<file path="src/rtl/seq_div_16.sv">
// seq_div_16: iterative 16-bit restoring divider, one quotient bit per clock.
// Latency: 17 clocks from accepted start to done (1 clock for divide-by-zero); 18-clock throughput.
// Backpressure: start is sampled only in IDLE; start in RUN/DONE is ignored, operands are not re-sampled.
//
// Ports:
//   clk, reset (synchronous, active-high)
//   start, dividend[15:0], divisor[15:0]      request and operands, sampled together in IDLE
//   busy                                      high while iterating (RUN)
//   done                                      one-cycle pulse, results valid
//   quotient[15:0], remainder[15:0]           registered results, held in IDLE
//   div_by_zero                               registered flag, held until the next accepted start
// Optional feature: define SEQ_DIV_SIGNED_EN for two's-complement operands (truncating
// quotient, remainder takes the dividend's sign). Default build is unsigned.
module seq_div_16 (
  input  logic        clk,
  input  logic        reset,
  input  logic        start,
  input  logic [15:0] dividend,
  input  logic [15:0] divisor,
  output logic        busy,
  output logic        done,
  output logic [15:0] quotient,
  output logic [15:0] remainder,
  output logic        div_by_zero
);

  typedef enum logic [1:0] {S_IDLE, S_RUN, S_DONE} state_t;

  state_t      state_q, state_d;
  logic [3:0]  cnt_q, cnt_d;
  // Partial remainder is always < divisor after a restoring step, so its bit 16 is
  // always zero and only the low 16 bits are stored; bit 16 lives only in the trial.
  logic [15:0] r_q, r_d;
  logic [15:0] q_q, q_d;
  logic [15:0] d_q, d_d;
  logic [15:0] quot_q, quot_d;
  logic [15:0] rem_q, rem_d;
  logic        dbz_q, dbz_d;

  logic [16:0] r_sh;
  logic [16:0] trial;
  logic [15:0] r_step, q_step;
  logic [15:0] a_in, b_in;
  logic [15:0] q_fin, r_fin;
  logic        accept;

  assign accept = (state_q == S_IDLE) && start;

  // One restoring iteration: shift in the next dividend bit, try subtracting the divisor.
  always_comb begin
    r_sh   = {r_q, q_q[15]};
    trial  = r_sh + ~{1'b0, d_q} + 17'd1;
    // trial[16] set means the subtraction borrowed: keep the shifted remainder.
    r_step = trial[16] ? r_sh[15:0] : trial[15:0];
    q_step = {q_q[14:0], ~trial[16]};
  end

`ifdef SEQ_DIV_SIGNED_EN
  logic qneg_q, rneg_q;

  // Core always divides magnitudes; 16'h8000 maps to itself, which is its correct unsigned magnitude.
  always_comb begin
    a_in  = dividend[15] ? (~dividend + 16'd1) : dividend;
    b_in  = divisor[15]  ? (~divisor  + 16'd1) : divisor;
    q_fin = qneg_q ? (~q_step + 16'd1) : q_step;
    r_fin = rneg_q ? (~r_step + 16'd1) : r_step;
  end

  always_ff @(posedge clk) begin
    if (reset) begin
      qneg_q <= 1'b0;
      rneg_q <= 1'b0;
    end else if (accept) begin
      qneg_q <= dividend[15] ^ divisor[15];
      rneg_q <= dividend[15];
    end
  end
`else
  always_comb begin
    a_in  = dividend;
    b_in  = divisor;
    q_fin = q_step;
    r_fin = r_step;
  end
`endif

  always_comb begin
    state_d = state_q;
    cnt_d   = cnt_q;
    r_d     = r_q;
    q_d     = q_q;
    d_d     = d_q;
    quot_d  = quot_q;
    rem_d   = rem_q;
    dbz_d   = dbz_q;
    case (state_q)
      S_IDLE: begin
        if (start) begin
          if (divisor == 16'd0) begin
            state_d = S_DONE;
            quot_d  = 16'hFFFF;
            rem_d   = dividend;
            dbz_d   = 1'b1;
          end else begin
            state_d = S_RUN;
            cnt_d   = 4'd0;
            r_d     = 16'd0;
            q_d     = a_in;
            d_d     = b_in;
            dbz_d   = 1'b0;
          end
        end
      end
      S_RUN: begin
        r_d   = r_step;
        q_d   = q_step;
        cnt_d = cnt_q + 4'd1;
        // Results are registered on the edge that enters DONE, using this cycle's final step.
        if (cnt_q == 4'd15) begin
          state_d = S_DONE;
          quot_d  = q_fin;
          rem_d   = r_fin;
        end
      end
      S_DONE:  state_d = S_IDLE;
      default: state_d = S_IDLE;
    endcase
  end

  always_ff @(posedge clk) begin
    if (reset) begin
      state_q <= S_IDLE;
      cnt_q   <= 4'd0;
      r_q     <= 16'd0;
      q_q     <= 16'd0;
      d_q     <= 16'd0;
      quot_q  <= 16'd0;
      rem_q   <= 16'd0;
      dbz_q   <= 1'b0;
    end else begin
      state_q <= state_d;
      cnt_q   <= cnt_d;
      r_q     <= r_d;
      q_q     <= q_d;
      d_q     <= d_d;
      quot_q  <= quot_d;
      rem_q   <= rem_d;
      dbz_q   <= dbz_d;
    end
  end

  assign busy        = (state_q == S_RUN);
  assign done        = (state_q == S_DONE);
  assign quotient    = quot_q;
  assign remainder   = rem_q;
  assign div_by_zero = dbz_q;

endmodule

</file>
<file path="config.mk">
export PLATFORM = sky130hd
export DESIGN_NAME = seq_div_16
export DESIGN_NICKNAME = d
export VERILOG_FILES = /design/src/rtl/seq_div_16.sv
export SDC_FILE = /design/constraint.sdc
export NUM_CORES = 1
export LEC_CHECK = 0
export BUFFER_PORTS_ARGS = -buffer_cell sky130_fd_sc_hd__buf_4
export CORE_MARGIN = 2
export CORE_UTILIZATION = 57
export DETAILED_ROUTE_END_ITERATION = 6
export PLACE_DENSITY = 0.81
export RECOVER_POWER = 50
export SKIP_CTS_REPAIR_TIMING = 1
export SLEW_MARGIN = 20
export SYNTH_ARGS = -nofsm -noshare
export SYNTH_HDL_FRONTEND = slang
export SYNTH_SLANG_ARGS = --single-unit
</file>
<file path="constraint.sdc">
create_clock -name clk -period 3.6 [get_ports clk]
set_input_delay 1.08 -clock clk [delete_from_list [all_inputs] [get_ports clk]]
set_output_delay 1.08 -clock clk [all_outputs]
set_load 0.02 [all_outputs]
</file>
==> impl_metrics.yaml, run 1 <==
pwr:
  swShare_pct: 36.8
  clkPwrFrac_pct: 26.0
  power_switching_mw: 1.04
  ir_worst_vdd_mv: 0.305
  p_leak_nw: 2.19
  power.internal_mw: 1.80
  pwr-share-seq_pct: 38.0
  power_density_mw_per_mm2: 529
  combPwrFrac_pct: 36.0
place:
  io_buffers: 69
  dp_hpwl_um: 9010
  gp_congestion: 0.869
yosys:
  netlist_top_cells_area: "dfxtp_1, mux2i_1, nor2_1"
  synthFlopType: "dfxtp_1"
  ys_ff_latch: 87
  synthArstFlopShare_pct: 0
  synth_edf_count: 0
  yosysSeqAreaShare_pct: 36.8
  yosysUniqueCellTypes: 63
  synthCells: 577
  synth_top_area_cell: "dfxtp_1"
  synth_area_mm2: 0.00474
  yosysWarnings: 0
  syn_avg_cell_area_um2: 8.21
  synth_nets: 630
  yosys.area.top_type_share_pct: 36.8
clock_network:
  htree_num_levels: 3
  cts_tree: "yes"
  clk_pin_slew_worst_paths_ps: 100
  cts_buffer_depth: 2
  clkSinkCount: 87
  cts_made_buffers: 9
  clockRootBuffer: "clkbuf_8"
  clock_latency_ps: 370
floorplanning:
  initial_core_util_pct: 58.3
  ios: 70
  die_area_mm2: 0.00906
  die_w_um: 95.2
  row_count: 33
  die_h_um: 95.2
  core_area_mm2: 0.00813
timing:
  timing.fmax_ghz: 0.313
  min_period_over_period_pct: 88.8
  tightest_slew_ps: 1210
  slew_violations: 0
  hold_viol: 0
  fin_skew_ps: 11.8
  setup_tns_ps: 0
  min_period_ps: 3200
  finalSetupViolations: 0
  grt_setup_unrepaired: "no"
  maxSlewHeadroom_pct: 19.2
setup_path:
  crit_path_start_kind: "input pin"
  r2r-end: "remainder[15]"
  crit-reg2reg-launch: "q_q[15]"
  worstPathArrival_ps: 3470
  cp-end-kind: "flip-flop"
  worst-setup-path-type: "input pin to flip-flop"
  path_max_fanout: 19
  required_ps: 3870
  reg2reg_depth: 11
  reg2reg_slack_ps: 420
drt:
  via_per_inst: 5.97
  detail-route-antenna-nets: 0
  detail_route.iter0.violations: 357
  drt_pre_antenna_iters: 5
  drc: 0
  via_count: 4448
  wl_per_cell_um: 16.6
  routed_wl_um: 12300
global_route:
  grt.total_usage_pct: 27.8
  grt-ovfl-total: 0
  grt_max_degree: 57
  grt_pass1_wl_um: 19700
  grt_pass1_vias: 4053
  antenna_found_initial: 0
outcome:
  status: "complete, no violations"
min_path:
  holdCritPathClass: "flip-flop to flip-flop"
  holdPathStages: 2
  holdPathEnd: "q_q[6]"
  hp-start: "q_q[5]"
cells_and_area:
  fillCellCount: 733
  nNetsFinal: 688
  drive_gt1_share_pct: 12.0
  regArea_mm2: 0.00174
  diodes: 0
  utilization_pct: 66.0
  multiInputGateArea_mm2: 0.00270
  syn2layout_area_growth_pct: 13.3
job:
  drv_cap: 0
==> power by group through the flow <==
stage          Combinational (mW)  Clock, mW  Sequential [mW]
3_3_place_gp                0.978          0             1.10
6_report                     1.02      0.737             1.08
4_1_cts                      1.01      0.748             1.08
5_1_grt                      1.11      0.786             1.09
2_1_floorplan               0.792          0             1.08
3_5_place_dp                 1.00          0             1.10
==> worst max-delay path: stages <==
cell and delay (ps):
clkbuf_4 110, or4_1 580, o41ai_1 540, a21oi_1 470, clkbuf_2 400, a311oi_1 280
==> cells in the mapped netlist, types with 3 or more instances <==
master and count:
o21ai_0 21, nand4b_1 3, buf_1 4, a21oi_1 33, xnor2_1 4, a31oi_1 6, a211oi_1 6, buf_6 4
and2_1 5, a311oi_1 15, o21a_1 6, ha_1 17, clkbuf_1 22, and3_1 6, a21o_1 6, nand3_1 9
buf_4 4, a221oi_1 5, nor3_1 41, mux2_4 3, dfxtp_1 87, inv_1 26, buf_2 3, nor2b_1 5
nand4_1 3, nand2b_1 4, or4_1 6, mux2i_1 29, or3_1 6, nor2_1 72, a221oi_2 3, o21ai_1 3
nand2_1 62, o211ai_1 9
==> cell families after synthesis <==
kind of cell / after synthesis / share of synthesized area (%)
flip-flops: 87 / 36.8
XOR/XNOR: 6 / 1.11
multiplexers: 34 / 7.55
AND/OR/NAND/NOR: 233 / 23.1
buffers and inverters: 63 / 6.02
AO/OA/AOI/OAI: 136 / 20.5
adder cells (fa/ha/maj): 18 / 4.91
==> state kept, by name, indices dropped and copies added (netlist names) <==
signal       flops
cnt_q            4
div_by_zero      1
r_q             16
remainder       16
d_q             16
state_q          2
q_q             16
quotient        16
==> per-stage QoR <==
stage          hold WS [ps]  power, mW  worst slack (ps)  std cells  instance area (µm²)
6_report                489       2.84               402        745                 5370
5_1_grt                 520       2.98               225        745                 5370
4_1_cts                 494       2.83               454        745                 5530
3_5_place_dp            474       2.10               358        729                 5320
3_3_place_gp            460       2.07               413        729                 5320
2_1_floorplan           440       1.87               559        577                 4740
==> area by class of cell <==
type,count,share of cell area [%]
multi-input cells,427,50.3
flip-flops and latches,87,32.4
repair buffers,84,9.00
well taps,105,2.45
clock buffers,9,2.31
inverters,26,1.82
clock inverters,7,1.68
==> routing by layer <==
metal  global-route usage [%]  share of wire (%)
met5                        0                  0
met4                     13.3                2.3
met3                     5.61                6.3
met2                     43.2                 46
met1                     37.0                 45
==> how the worst max path moves through the flow <==
stage,start,depth (start not counted),to
finish,divisor[15],6,q_q[1]
global route,q_q[15],11,remainder[15]
CTS,q_q[15],11,remainder[15]
detailed placement,divisor[15],8,remainder[12]
global placement,divisor[15],8,remainder[10]
floorplan,divisor[15],6,remainder[15]
==> cell usage in the layout, fill, tap and decap left out, types with 3 or more instances in the layout <==
master    count
or4_1         6
buf_4        43
nor2b_1       5
o21ai_1       3
and2_1        5
ha_1         17
o211ai_1      9
a31oi_1       6
a221oi_1      5
or3_1         6
nor2_1       72
xnor2_1       4
o21ai_0      21
clkbuf_8      9
dfxtp_1      87
and3_1        6
nand4_1       3
mux2_4        3
clkbuf_1     38
nand4b_1      3
nand2_1      62
inv_1        26
nor3_1       41
mux2i_1      29
a311oi_1     15
nand2b_1      4
nand3_1       9
a221oi_2      3
a21o_1        6
a21oi_1      32
o21a_1        6
a211oi_1      6
No activity file was read; power rests on OpenSTA's default activity.
==> inputs of run 2 (changes only) <==
--- a/config.mk
+++ b/config.mk
@@ -7,9 +7,9 @@
 export LEC_CHECK = 0
 export BUFFER_PORTS_ARGS = -buffer_cell sky130_fd_sc_hd__buf_4
 export CORE_MARGIN = 2
-export CORE_UTILIZATION = 57
+export CORE_UTILIZATION = 60
 export DETAILED_ROUTE_END_ITERATION = 6
-export PLACE_DENSITY = 0.81
+export PLACE_DENSITY = 0.84
 export RECOVER_POWER = 50
 export SKIP_CTS_REPAIR_TIMING = 1
 export SLEW_MARGIN = 20
==> constraint.sdc (replaced) <==
create_clock -name clk -period 3.89 [get_ports clk]
set_input_delay 1.167 -clock clk [delete_from_list [all_inputs] [get_ports clk]]
set_output_delay 1.167 -clock clk [all_outputs]
set_load 0.02 [all_outputs]
==> impl_metrics.yaml, run 2 (same netlist as run 1, synthesis figures left out) <==
outcome:
  status: "complete, no violations"
clock_network:
  clock_latency_ps: 370
  cts_buffer_depth: 2
  htree_num_levels: 3
  cts_tree: "yes"
  clockRootBuffer: "clkbuf_8"
  clkSinkCount: 87
  cts_made_buffers: 9
  clk_pin_slew_worst_paths_ps: 100
floorplanning:
  ios: 70
  die_area_mm2: 0.00862
  initial_core_util_pct: 61.6
  row_count: 32
  core_area_mm2: 0.00769
  die_w_um: 92.9
  die_h_um: 92.9
global_route:
  grt_max_degree: 42
  grtUsageMet3_pct: 4.31
  grt.total_usage_pct: 29.2
  grt_pass1_wl_um: 20200
  grt-ovfl-total: 0
  grtUsageMet1_pct: 41.0
  gr-max-usage-layer: "met2"
  groute.layer.met2.usage_pct: 47.0
  antenna_found_initial: 0
  grt_pass1_vias: 4134
setup_path:
  worst-setup-path-type: "input pin to flip-flop"
  crit_slowest_cell: "or4_1"
  required_ps: 4150
  crit_path_start_kind: "input pin"
  worstPathArrival_ps: 3780
  critPathMaxStageDelay_ps: 600
  cp_cell_sequence: "clkbuf_4 > or4_1 > o41ai_1 > a21oi_1 > clkbuf_2 > a311oi_1"
  cp-end-kind: "flip-flop"
  path_max_fanout: 27
cells_and_area:
  final_cell_mix: "dfxtp_1, nor2_1, nand2_1"
  final_common_cell: "dfxtp_1"
  drive_gt1_share_pct: 11.8
  syn2layout_area_growth_pct: 12.4
  nNetsFinal: 683
  diodes: 0
pwr:
  p_leak_nw: 2.17
  ir_worst_vdd_mv: 0.334
  power_density_mw_per_mm2: 481
timing:
  maxSlewHeadroom_pct: 19.8
  min_period_ps: 3520
  setup_ws_ps: 367
  min_period_over_period_pct: 90.6
  fin_skew_ps: 14.1
  setup_tns_ps: 0
  hold_slack_ps: 495
  slew_violations: 0
  hold_viol: 0
  finalSetupViolations: 0
  grt_setup_unrepaired: "no"
  tightest_slew_ps: 1200
  timing.fmax_ghz: 0.284
drt:
  via_count: 4584
  via_per_inst: 6.22
  routed_wl_um: 12500
  detail-route-antenna-nets: 0
  drt_pre_antenna_iters: 5
  detail_route.iter0.violations: 297
  wl_per_cell_um: 16.9
  drc: 0
min_path:
  holdCritPathClass: "flip-flop to flip-flop"
place:
  io_buffers: 69
  post-place-ws_ps: 501
  dp_hpwl_um: 8960
  gp_congestion: 0.896
job:
  drv_cap: 0
[run 2: layout make-up]
type	count	area (µm²)
inverters	26	97.6
clock buffers	9	124
clock inverters	7	78.8
well taps	102	128
fillers	685	2360
multi-input cells	427	2700
flip-flops and latches	87	1740
repair buffers	79	458
[run 2: report_power, final]
group	total (mW)	internal, mW	switching, mW
registers	0.998	0.946	0.0514
clock network	0.632	0.253	0.379
logic	0.933	0.391	0.542
[run 2: routing by layer]
layer	vias to the layer above	part of all wire, %	routed length (µm)
met5	-	0	0
met3	25	6.9	859
met2	206	47	5850
met1	2161	45	5570
li1	2192	-	-
met4	0	1.7	215
[run 2: worst paths after layout]
check | to | slack (ps) | cells past startpoint | startpoint
worst min register to register | r_q[2] | 490 | 2 | r_q[2]
worst min-delay path | r_q[2] | 490 | 2 | r_q[2]
worst max register to register | remainder[14] | 580 | 9 | d_q[8]
worst max-delay path | q_q[1] | 370 | 6 | divisor[10]
[run 2: through the flow]
step                      power [mW]  cells  utilization [%]  cell area [µm²]
after CTS                       2.55    737             71.3             5480
after floorplan                 1.73    577                -             4740
after detailed placement        1.93    721             68.7             5280
after global routing            2.69    737             69.3             5330
final                           2.56    737             69.3             5330
after global placement          1.91    721             68.7             5280
[run 2: critical path: cells and delay by family]
kind,cells,cell delay (ps)
AO/OA/AOI/OAI,3,1410
buffers and inverters,2,590
AND/OR/NAND/NOR,1,600
==> inputs of run 3 (changes only) <==
--- a/config.mk
+++ b/config.mk
@@ -6,10 +6,12 @@
 export NUM_CORES = 1
 export LEC_CHECK = 0
 export BUFFER_PORTS_ARGS = -buffer_cell sky130_fd_sc_hd__buf_4
+export CELL_PAD_IN_SITES_DETAIL_PLACEMENT = 0
+export CELL_PAD_IN_SITES_GLOBAL_PLACEMENT = 1
 export CORE_MARGIN = 2
-export CORE_UTILIZATION = 60
+export CORE_UTILIZATION = 46
 export DETAILED_ROUTE_END_ITERATION = 6
-export PLACE_DENSITY = 0.84
+export PLACE_DENSITY = 0.86
 export RECOVER_POWER = 50
 export SKIP_CTS_REPAIR_TIMING = 1
 export SLEW_MARGIN = 20
==> impl_metrics.yaml, run 3 (same netlist as run 1, synthesis figures left out) <==
global_route:
  gr-max-usage-layer: "met2"
  grt.total_usage_pct: 23.7
  grt_pass1_vias: 4107
  grt_max_degree: 43
  grtUsageMet3_pct: 4.27
  grt-ovfl-total: 0
  antenna_found_initial: 0
  grtUsageMet1_pct: 32.3
  grt_pass1_wl_um: 21000
  groute.layer.met2.usage_pct: 38.2
setup_path:
  critPathMaxStageDelay_ps: 620
  crit-reg2reg-launch: "r_q[9]"
  required_ps: 4200
  crit_family: "simple AND/OR/NAND/NOR gates"
  r2r-end: "remainder[8]"
  crit_slowest_cell: "nor4_1"
  worstSetupStartpoint: "divisor[10]"
  cp-end-kind: "flip-flop"
  path_max_fanout: 38
  worst-path-buf-inv: 2
  worst-setup-path-type: "input pin to flip-flop"
  reg2reg_slack_ps: 500
  cp_cell_sequence: "buf_4 > or4_1 > nor4_1 > a21o_1 > clkbuf_2 > o21a_1 > nand4_1 > nand3_1"
  worstPathArrival_ps: 3810
  crit_path_start_kind: "input pin"
  reg2reg_depth: 7
min_path:
  holdCritPathClass: "flip-flop to flip-flop"
  holdPathEnd: "cnt_q[3]"
  hp-start: "cnt_q[3]"
  holdPathStages: 2
cells_and_area:
  fillCellCount: 1008
  diodes: 0
  drive_gt1_share_pct: 11.8
  syn2layout_area_growth_pct: 13.4
  nNetsFinal: 682
  final_cell_mix: "dfxtp_1, nor2_1, nand2_1"
  regArea_mm2: 0.00174
  final_common_cell: "dfxtp_1"
  multiInputGateArea_mm2: 0.00270
floorplanning:
  die_h_um: 105
  ios: 70
  die_area_mm2: 0.0111
  core_area_mm2: 0.0101
  initial_core_util_pct: 46.7
  die_w_um: 105
  row_count: 37
timing:
  setup_tns_ps: 0
  hold_viol: 0
  slew_violations: 0
  fin_skew_ps: 15.2
  min_period_ps: 3500
  maxSlewHeadroom_pct: 28.7
  setup_ws_ps: 388
  finalSetupViolations: 0
  timing.fmax_ghz: 0.286
  grt_setup_unrepaired: "no"
  min_period_over_period_pct: 90.0
  tightest_slew_ps: 1070
pwr:
  ir_worst_vdd_mv: 0.228
  p_total_mw: 2.61
  p_leak_nw: 2.18
  power_density_mw_per_mm2: 486
clock_network:
  htree_num_levels: 3
  clock_latency_ps: 370
  cts_tree: "yes"
  clk_pin_slew_worst_paths_ps: 90
  clockRootBuffer: "clkbuf_8"
  cts_made_buffers: 9
  cts_buffer_depth: 2
  clkSinkCount: 87
place:
  gp_congestion: 0.863
  dp_hpwl_um: 9460
  post-place-ws_ps: 465
  io_buffers: 69
drt:
  detail-route-antenna-nets: 0
  drc: 0
  via_per_inst: 5.74
  routed_wl_um: 12900
  via_count: 4417
  drt_pre_antenna_iters: 5
  wl_per_cell_um: 16.8
  detail_route.iter0.violations: 234
outcome:
  status: "complete, no violations"
job:
  drv_cap: 0
## run 3: power by group
part           internal, mW  switching [mW]
clock network         0.325           0.357
logic                 0.383           0.550
registers             0.946          0.0522
## run 3: per-layer routing
layer  vias to the layer above  part of all wire (%)
met2                       105                    47
met5                         -                     0
met4                         0                   1.4
met3                        16                   4.4
met1                      2103                    47
li1                       2193                     -
## run 3: area by class of cell
class | count | area share (%)
inverters | 26 | 1.82
repair buffers | 78 | 8.43
multi-input cells | 427 | 50.3
clock inverters | 6 | 1.35
well taps | 136 | 3.17
flip-flops and latches | 87 | 32.4
clock buffers | 10 | 2.56
## run 3: how the worst max path moves through the flow
stage	end	depth (start not counted)
floorplan	remainder[15]	6
global placement	remainder[15]	7
detailed placement	remainder[0]	8
CTS	remainder[8]	7
global route	remainder[7]	8
finish	remainder[7]	8
## run 3: worst register-to-register path: stages (launching register included)
cell	delay (ps)
dfxtp_1	380
ha_1	430
and4_1	270
a21boi_0	630
a2111o_1	270
nand3_2	510
mux2_4	550
a221oi_2	250
## run 3: per-stage QoR
stage,utilization (%),instance area (µm²),hold WS [ps],cells
6_report,53.0,5370,492,770
2_1_floorplan,-,4740,440,577
3_3_place_gp,52.4,5310,461,754
4_1_cts,54.5,5520,487,770
5_1_grt,53.0,5370,506,770
3_5_place_dp,52.4,5310,471,754
